### config.mk
export PLATFORM = sky130hd
export DESIGN_NAME = dcache_ctrl
export DESIGN_NICKNAME = d
export VERILOG_FILES = /design/src/rtl/dcache_ctrl.sv
export SDC_FILE = /design/constraint.sdc
export NUM_CORES = 2
export LEC_CHECK = 0
export CAP_MARGIN = 10
export CORE_UTILIZATION = 58
export DETAILED_ROUTE_END_ITERATION = 10
export PLACE_DENSITY_LB_ADDON = 0.05
export SYNTH_ARGS = -nofsm -noshare
export SYNTH_HDL_FRONTEND = slang
export SYNTH_SLANG_ARGS = --single-unit
### constraint.sdc
create_clock -name clk -period 10.34 [get_ports clk]
set_input_delay 2.068 -clock clk [delete_from_list [all_inputs] [get_ports clk]]
set_output_delay 2.068 -clock clk [all_outputs]
set_load 0.02 [all_outputs]
### src/rtl/dcache_ctrl.sv
// dcache_ctrl: direct-mapped, write-back, write-allocate data cache.
// Word loads and word/byte stores are served with zero latency on a hit.
// A miss stalls the memory stage while an optional victim writeback and a
// full-line refill run over a line-wide memory port.
//
// Memory handshake: mem_req rises on entry to WRITEBACK or FILL. mem_req,
// mem_we, mem_addr and mem_wdata then hold steady up to and including the
// cycle in which memory returns the one-cycle mem_ack pulse. A mem_ack seen
// in any other state is ignored.
module dcache_ctrl #(
  parameter int ARCH_LEN   = 32,
  parameter int LINE_BYTES = 16,
  parameter int NUM_LINES  = 4
) (
  input  logic                    clk,
  input  logic                    rst,
  input  logic                    req_valid,
  input  logic                    req_we,
  input  logic                    req_byte,
  input  logic [ARCH_LEN-1:0]     req_addr,
  input  logic [ARCH_LEN-1:0]     req_wdata,
  output logic [ARCH_LEN-1:0]     rsp_rdata,
  output logic                    stall_out,
  output logic                    mem_req,
  output logic                    mem_we,
  output logic [ARCH_LEN-1:0]     mem_addr,
  output logic [8*LINE_BYTES-1:0] mem_wdata,
  input  logic                    mem_ack,
  input  logic [8*LINE_BYTES-1:0] mem_rdata,
  output logic [1:0]              dbg_state
);

  localparam int OFF_W  = $clog2(LINE_BYTES);
  localparam int IDX_W  = $clog2(NUM_LINES);
  localparam int TAG_W  = ARCH_LEN - OFF_W - IDX_W;
  localparam int LINE_W = 8 * LINE_BYTES;
  localparam int BIT_W  = OFF_W + 3;

  typedef enum logic [1:0] {IDLE = 2'd0, WRITEBACK = 2'd1, FILL = 2'd2} state_e;

  state_e                   state_q, state_d;
  logic [NUM_LINES-1:0]     valid_q, valid_d;
  logic [NUM_LINES-1:0]     dirty_q, dirty_d;
  // Line address (tag, index) of the miss being resolved.
  logic [TAG_W+IDX_W-1:0]   miss_q, miss_d;
  logic [LINE_W-1:0]        data_q [NUM_LINES];
  logic [LINE_W-1:0]        data_d [NUM_LINES];
  logic [TAG_W-1:0]         tag_q  [NUM_LINES];
  logic [TAG_W-1:0]         tag_d  [NUM_LINES];

  logic [IDX_W-1:0]         req_idx;
  logic [TAG_W-1:0]         req_tag;
  logic [OFF_W-1:0]         req_off;
  logic [BIT_W-1:0]         byte_lsb;
  logic [BIT_W-1:0]         word_lsb;
  logic                     hit;
  logic [LINE_W-1:0]        cur_line;
  logic [LINE_W-1:0]        store_line;
  logic [IDX_W-1:0]         miss_idx;
  logic [TAG_W-1:0]         miss_tag;

  assign dbg_state = state_q;
  assign miss_idx  = miss_q[IDX_W-1:0];
  assign miss_tag  = miss_q[TAG_W+IDX_W-1:IDX_W];

  // Address decode, hit detection and the line image after a store merge.
  always_comb begin
    req_off  = req_addr[OFF_W-1:0];
    req_idx  = req_addr[OFF_W +: IDX_W];
    req_tag  = req_addr[ARCH_LEN-1 -: TAG_W];
    byte_lsb = '0;
    byte_lsb[BIT_W-1:3] = req_off;
    word_lsb = '0;
    word_lsb[BIT_W-1:3] = req_off & ~OFF_W'(3);
    hit      = req_valid && valid_q[req_idx] && (tag_q[req_idx] == req_tag);
    cur_line = data_q[req_idx];
    store_line = cur_line;
    if (req_byte) store_line[byte_lsb +: 8]        = req_wdata[7:0];
    else          store_line[word_lsb +: ARCH_LEN] = req_wdata;
  end

  // Next-state, array updates and all outputs of the miss FSM.
  always_comb begin
    state_d   = state_q;
    miss_d    = miss_q;
    valid_d   = valid_q;
    dirty_d   = dirty_q;
    data_d    = data_q;
    tag_d     = tag_q;
    rsp_rdata = '0;
    stall_out = 1'b0;
    mem_req   = 1'b0;
    mem_we    = 1'b0;
    mem_addr  = '0;
    mem_wdata = '0;
    case (state_q)
      IDLE: begin
        if (req_valid) begin
          if (hit) begin
            if (req_we) begin
              data_d[req_idx]  = store_line;
              dirty_d[req_idx] = 1'b1;
            end else begin
              rsp_rdata = cur_line[word_lsb +: ARCH_LEN];
            end
          end else begin
            stall_out = 1'b1;
            miss_d    = {req_tag, req_idx};
            state_d   = (valid_q[req_idx] && dirty_q[req_idx]) ? WRITEBACK : FILL;
          end
        end
      end
      WRITEBACK: begin
        stall_out = 1'b1;
        mem_req   = 1'b1;
        mem_we    = 1'b1;
        mem_addr  = {tag_q[miss_idx], miss_idx, {OFF_W{1'b0}}};
        mem_wdata = data_q[miss_idx];
        if (mem_ack) begin
          dirty_d[miss_idx] = 1'b0;
          state_d           = FILL;
        end
      end
      FILL: begin
        stall_out = 1'b1;
        mem_req   = 1'b1;
        mem_addr  = {miss_tag, miss_idx, {OFF_W{1'b0}}};
        if (mem_ack) begin
          data_d[miss_idx]  = mem_rdata;
          tag_d[miss_idx]   = miss_tag;
          valid_d[miss_idx] = 1'b1;
          dirty_d[miss_idx] = 1'b0;
          state_d           = IDLE;
        end
      end
      default: state_d = IDLE;
    endcase
  end

  // Control state; reset abandons any miss in flight.
  always_ff @(posedge clk or negedge rst) begin
    if (!rst) begin
      state_q <= IDLE;
      valid_q <= '0;
      dirty_q <= '0;
      miss_q  <= '0;
    end else begin
      state_q <= state_d;
      valid_q <= valid_d;
      dirty_q <= dirty_d;
      miss_q  <= miss_d;
    end
  end

  // Data and tag arrays carry no reset; valid bits guard them.
  always_ff @(posedge clk) begin
    data_q <= data_d;
    tag_q  <= tag_d;
  end

endmodule

==> flow_summary.json <==
{
  "outcome": "complete, no violations",
  "worstPathMaxFanout": 80,
  "dieHeight_um": 262,
  "routed_wl_um": 151000,
  "post_cts_resized": 0,
  "grt_max_degree": 155,
  "die_area_um2": 68500,
  "fin_crit_sh_pct": 80.3,
  "synth.avg_cell_area_um2": 14.1,
  "vias_per_cell": 7.92,
  "wl_per_cell_um": 38.5,
  "r2r_slack_ns": 5.75,
  "async_reset_ff_share_pct": 5.81,
  "maxCapViolations": 0,
  "finish.net_count": 3212,
  "fin_area_um2": 46000,
  "power_density_nw_per_um2": 241,
  "fmax_ghz": 0.120,
  "post-route-min-period_ns": 8.31,
  "r2r_start": "miss_q[1]$_DFFE_PN0P_",
  "post-cts-setup-buffers": 0,
  "holdBufCountCts": 0,
  "ys_top_cells_by_area": "edfxtp_1 (47%), mux4_2 (19%), a22o_1 (11%)",
  "hold_ws_ns": 0.500,
  "setup_violations": 0,
  "firstDrtPassIters": 8,
  "grt_pass1_vias": 29400,
  "drive_gt1_share_pct": 19.1,
  "num_rows": 94,
  "critPathArrivalTime_ns": 6.24,
  "synth_edf_count": 616,
  "fill_cells": 4470,
  "ys.flop_type": "edfxtp_1",
  "synth_top_cell_area_share_pct": 47.3,
  "grt-ovfl-total": 0,
  "post_synth_inst_count": 2779,
  "clock-root-buffer": "clkbuf_16",
  "critical_path_required_ns": 8.27,
  "synth_seq_cells": 654,
  "p_leak_nw": 15.4,
  "maxSlewViolCount": 0,
  "vias": 31200,
  "rsz0062_at_grt": "false",
  "gp_congestion": 1.05,
  "worst_slew_pin_slew_ns": 1.27,
  "hold_violations": 0,
  "clock-sinks": 654,
  "clkLatencyLatePin_ns": 0.63,
  "postRouteAntennaNets": 0,
  "clkTransAtPathRegs_ns": 0.06,
  "synthAdderAreaFrac_pct": 0.384,
  "ys_warn_count": 0,
  "syn2layout_area_growth_pct": 17.4,
  "worstSetupPathType": "primary input to output port",
  "place_area_um2": 43500,
  "core_um2": 66200,
  "num_io_pins": 395,
  "syn-cell-area_um2": 39100,
  "hold_path_depth": 1,
  "dp_hpwl_um": 95700,
  "final_core_util_pct": 69.4,
  "ir_worst_vdd_mv": 0.225,
  "yosysSeqAreaShare_pct": 49.7,
  "hp-class": "flip-flop to flip-flop",
  "yosysTopAreaCell": "edfxtp_1",
  "drc": 0,
  "clock-skew-final_ns": 0.0241,
  "antenna_found_initial": 18,
  "grt_pass1_wl_um": 212000,
  "cts_buffer_depth": 3,
  "fin_setup_tns_ns": 0,
  "cts_tree": "built",
  "synth_compound_area_share_pct": 17.9,
  "die_w_um": 262,
  "synth-xor-area-share_pct": 0.492,
  "synth.distinct_cells": 70,
  "grt_util_all_layers_pct": 43.9,
  "setup_ws_ns": 2.03,
  "synth_mux_area_share_pct": 22.1,
  "cp-start-kind": "primary input",
  "post-place-ws_ns": 2.05,
  "holdPathEnd": "valid_q[3]$_DFFE_PN0P_",
  "drt_first_iter_violations": 4989,
  "h-tree-depth": 3,
  "worstReg2RegEnd": "data_q[19]$_DFFE_PP_",
  "synth_top_family_by_area": "multiplexers",
  "maxSlewHeadroom_pct": 15.3,
  "port_buffers": 390,
  "initial_utilization_pct": 59.1,
  "critPathCaptureType": "output port",
  "regArea_um2": 19500,
  "reg2regPathDepth": 5,
  "synth-simple-area-share_pct": 5.90,
  "hold_start": "valid_q[3]$_DFFE_PN0P_",
  "multi_input_area_um2": 18400,
  "cts_buffers": 71
}
[metrics by stage]
step                cells  power, mW
floorplan            2782       6.75
global placement     3791       8.25
detailed placement   3791       8.33
CTS                  3920       11.0
global route         3926       11.4
finish               3933       11.1
[routing by layer]
metal	global-route usage, %	vias up	routed length, µm
li1	-	12200	-
met1	58.3	15600	51200
met2	63.4	2906	67000
met3	14.5	455	23500
met4	25.4	22	9640
met5	0	-	152
[flip-flops by register name (all words and copies together), names as in the netlist]
register   count
dirty_q        4
dbg_state      2
valid_q        4
miss_q        28
tag_q        104
data_q       512
[worst max-delay path by stage]
stage,start,endpoint,slack (ns),cells after the start
2_1_floorplan,req_addr[4],data_q[0]$_DFFE_PP_,0.50,9
4_1_cts,req_addr[4],rsp_rdata[5],2.04,7
6_report,req_addr[4],rsp_rdata[11],2.03,7
3_3_place_gp,req_addr[4],rsp_rdata[3],2.08,7
5_1_grt,req_addr[4],rsp_rdata[11],1.82,7
3_5_place_dp,req_addr[4],rsp_rdata[5],2.05,7
[cell families (layout without fill, tap and decap cells)]
kind of cell,after synthesis,after routing
adders and majority gates,12,12
muxes,449,449
and+or+nand+nor,431,431
DFF,654,654
other,1,15
buffers and inverters,330,606
xor gates and xnor gates,22,22
AOI/OAI and AO/OA,880,880
[power breakdown]
group	switching (mW)	internal (mW)	leakage (nW)
registers	0.330	3.61	6.13
logic	2.59	1.89	8.09
clock network	1.08	1.59	1.19
total	4.01	7.09	15.4
[critical path, cell delays in order]
cell	delay [ns]
buf_8	0.60
buf_4	0.67
buf_4	0.67
mux4_2	0.72
mux4_2	0.60
nor2b_1	0.18
clkdlybuf4s50_1	0.56
[synthesized netlist by cell type, types with 4 or more instances]
master	count
nor2b_1	35
buf_6	4
buf_1	35
nand4_1	9
a22oi_1	27
buf_2	29
nand2_1	82
a32oi_1	5
mux2_4	9
buf_4	9
xor2_1	12
mux4_2	326
a21oi_1	129
and3_1	6
mux2i_1	93
nand2b_1	13
ha_1	12
or2_2	13
mux2_2	21
and2_1	133
a221oi_1	125
a31oi_1	33
clkbuf_1	230
o21ai_0	26
edfxtp_1	616
nor3_1	10
xnor2_1	10
o22ai_1	4
inv_1	17
dfrtp_1	38
nor4_1	4
or3_1	9
a22o_1	500
nor2_1	73
nand3_1	30
[cells in the final DEF (no fill, tap or decap), types with 9 or more instances in the layout]
cell             count
a21oi_1            129
a221oi_1           125
a22o_1             500
a22oi_1             27
a31oi_1             33
and2_1             128
buf_4               63
bufinv_16           10
clkbuf_1            11
clkbuf_16           74
clkdlybuf4s50_1    386
clkinv_1            11
clkinv_2            16
dfrtp_1             36
diode_2             11
edfxtp_1           616
ha_1                11
inv_1               17
mux2_2              21
mux2_4               9
mux2i_1             93
mux4_2             326
nand2_1             82
nand2b_1            13
nand3_1             30
nand4_1              9
nor2_1              66
nor2b_1             34
nor3_1               9
o21ai_0             26
or2_2               13
or3_1                9
xnor2_1             10
xor2_1              12
[final cells by class]
cell class                      instances  share of cell area, %
Sequential cell                       654                   42.3
Multi-Input combinational cell       1798                   40.1
Timing Repair Buffer                  457                   9.72
Clock buffer                           89                   4.24
Tap cell                              864                   2.35
Clock inverter                         40                  0.999
Inverter                               20                  0.163
Antenna cell                           11                 0.0599
Note: power is estimated with default switching activity, not from simulation.
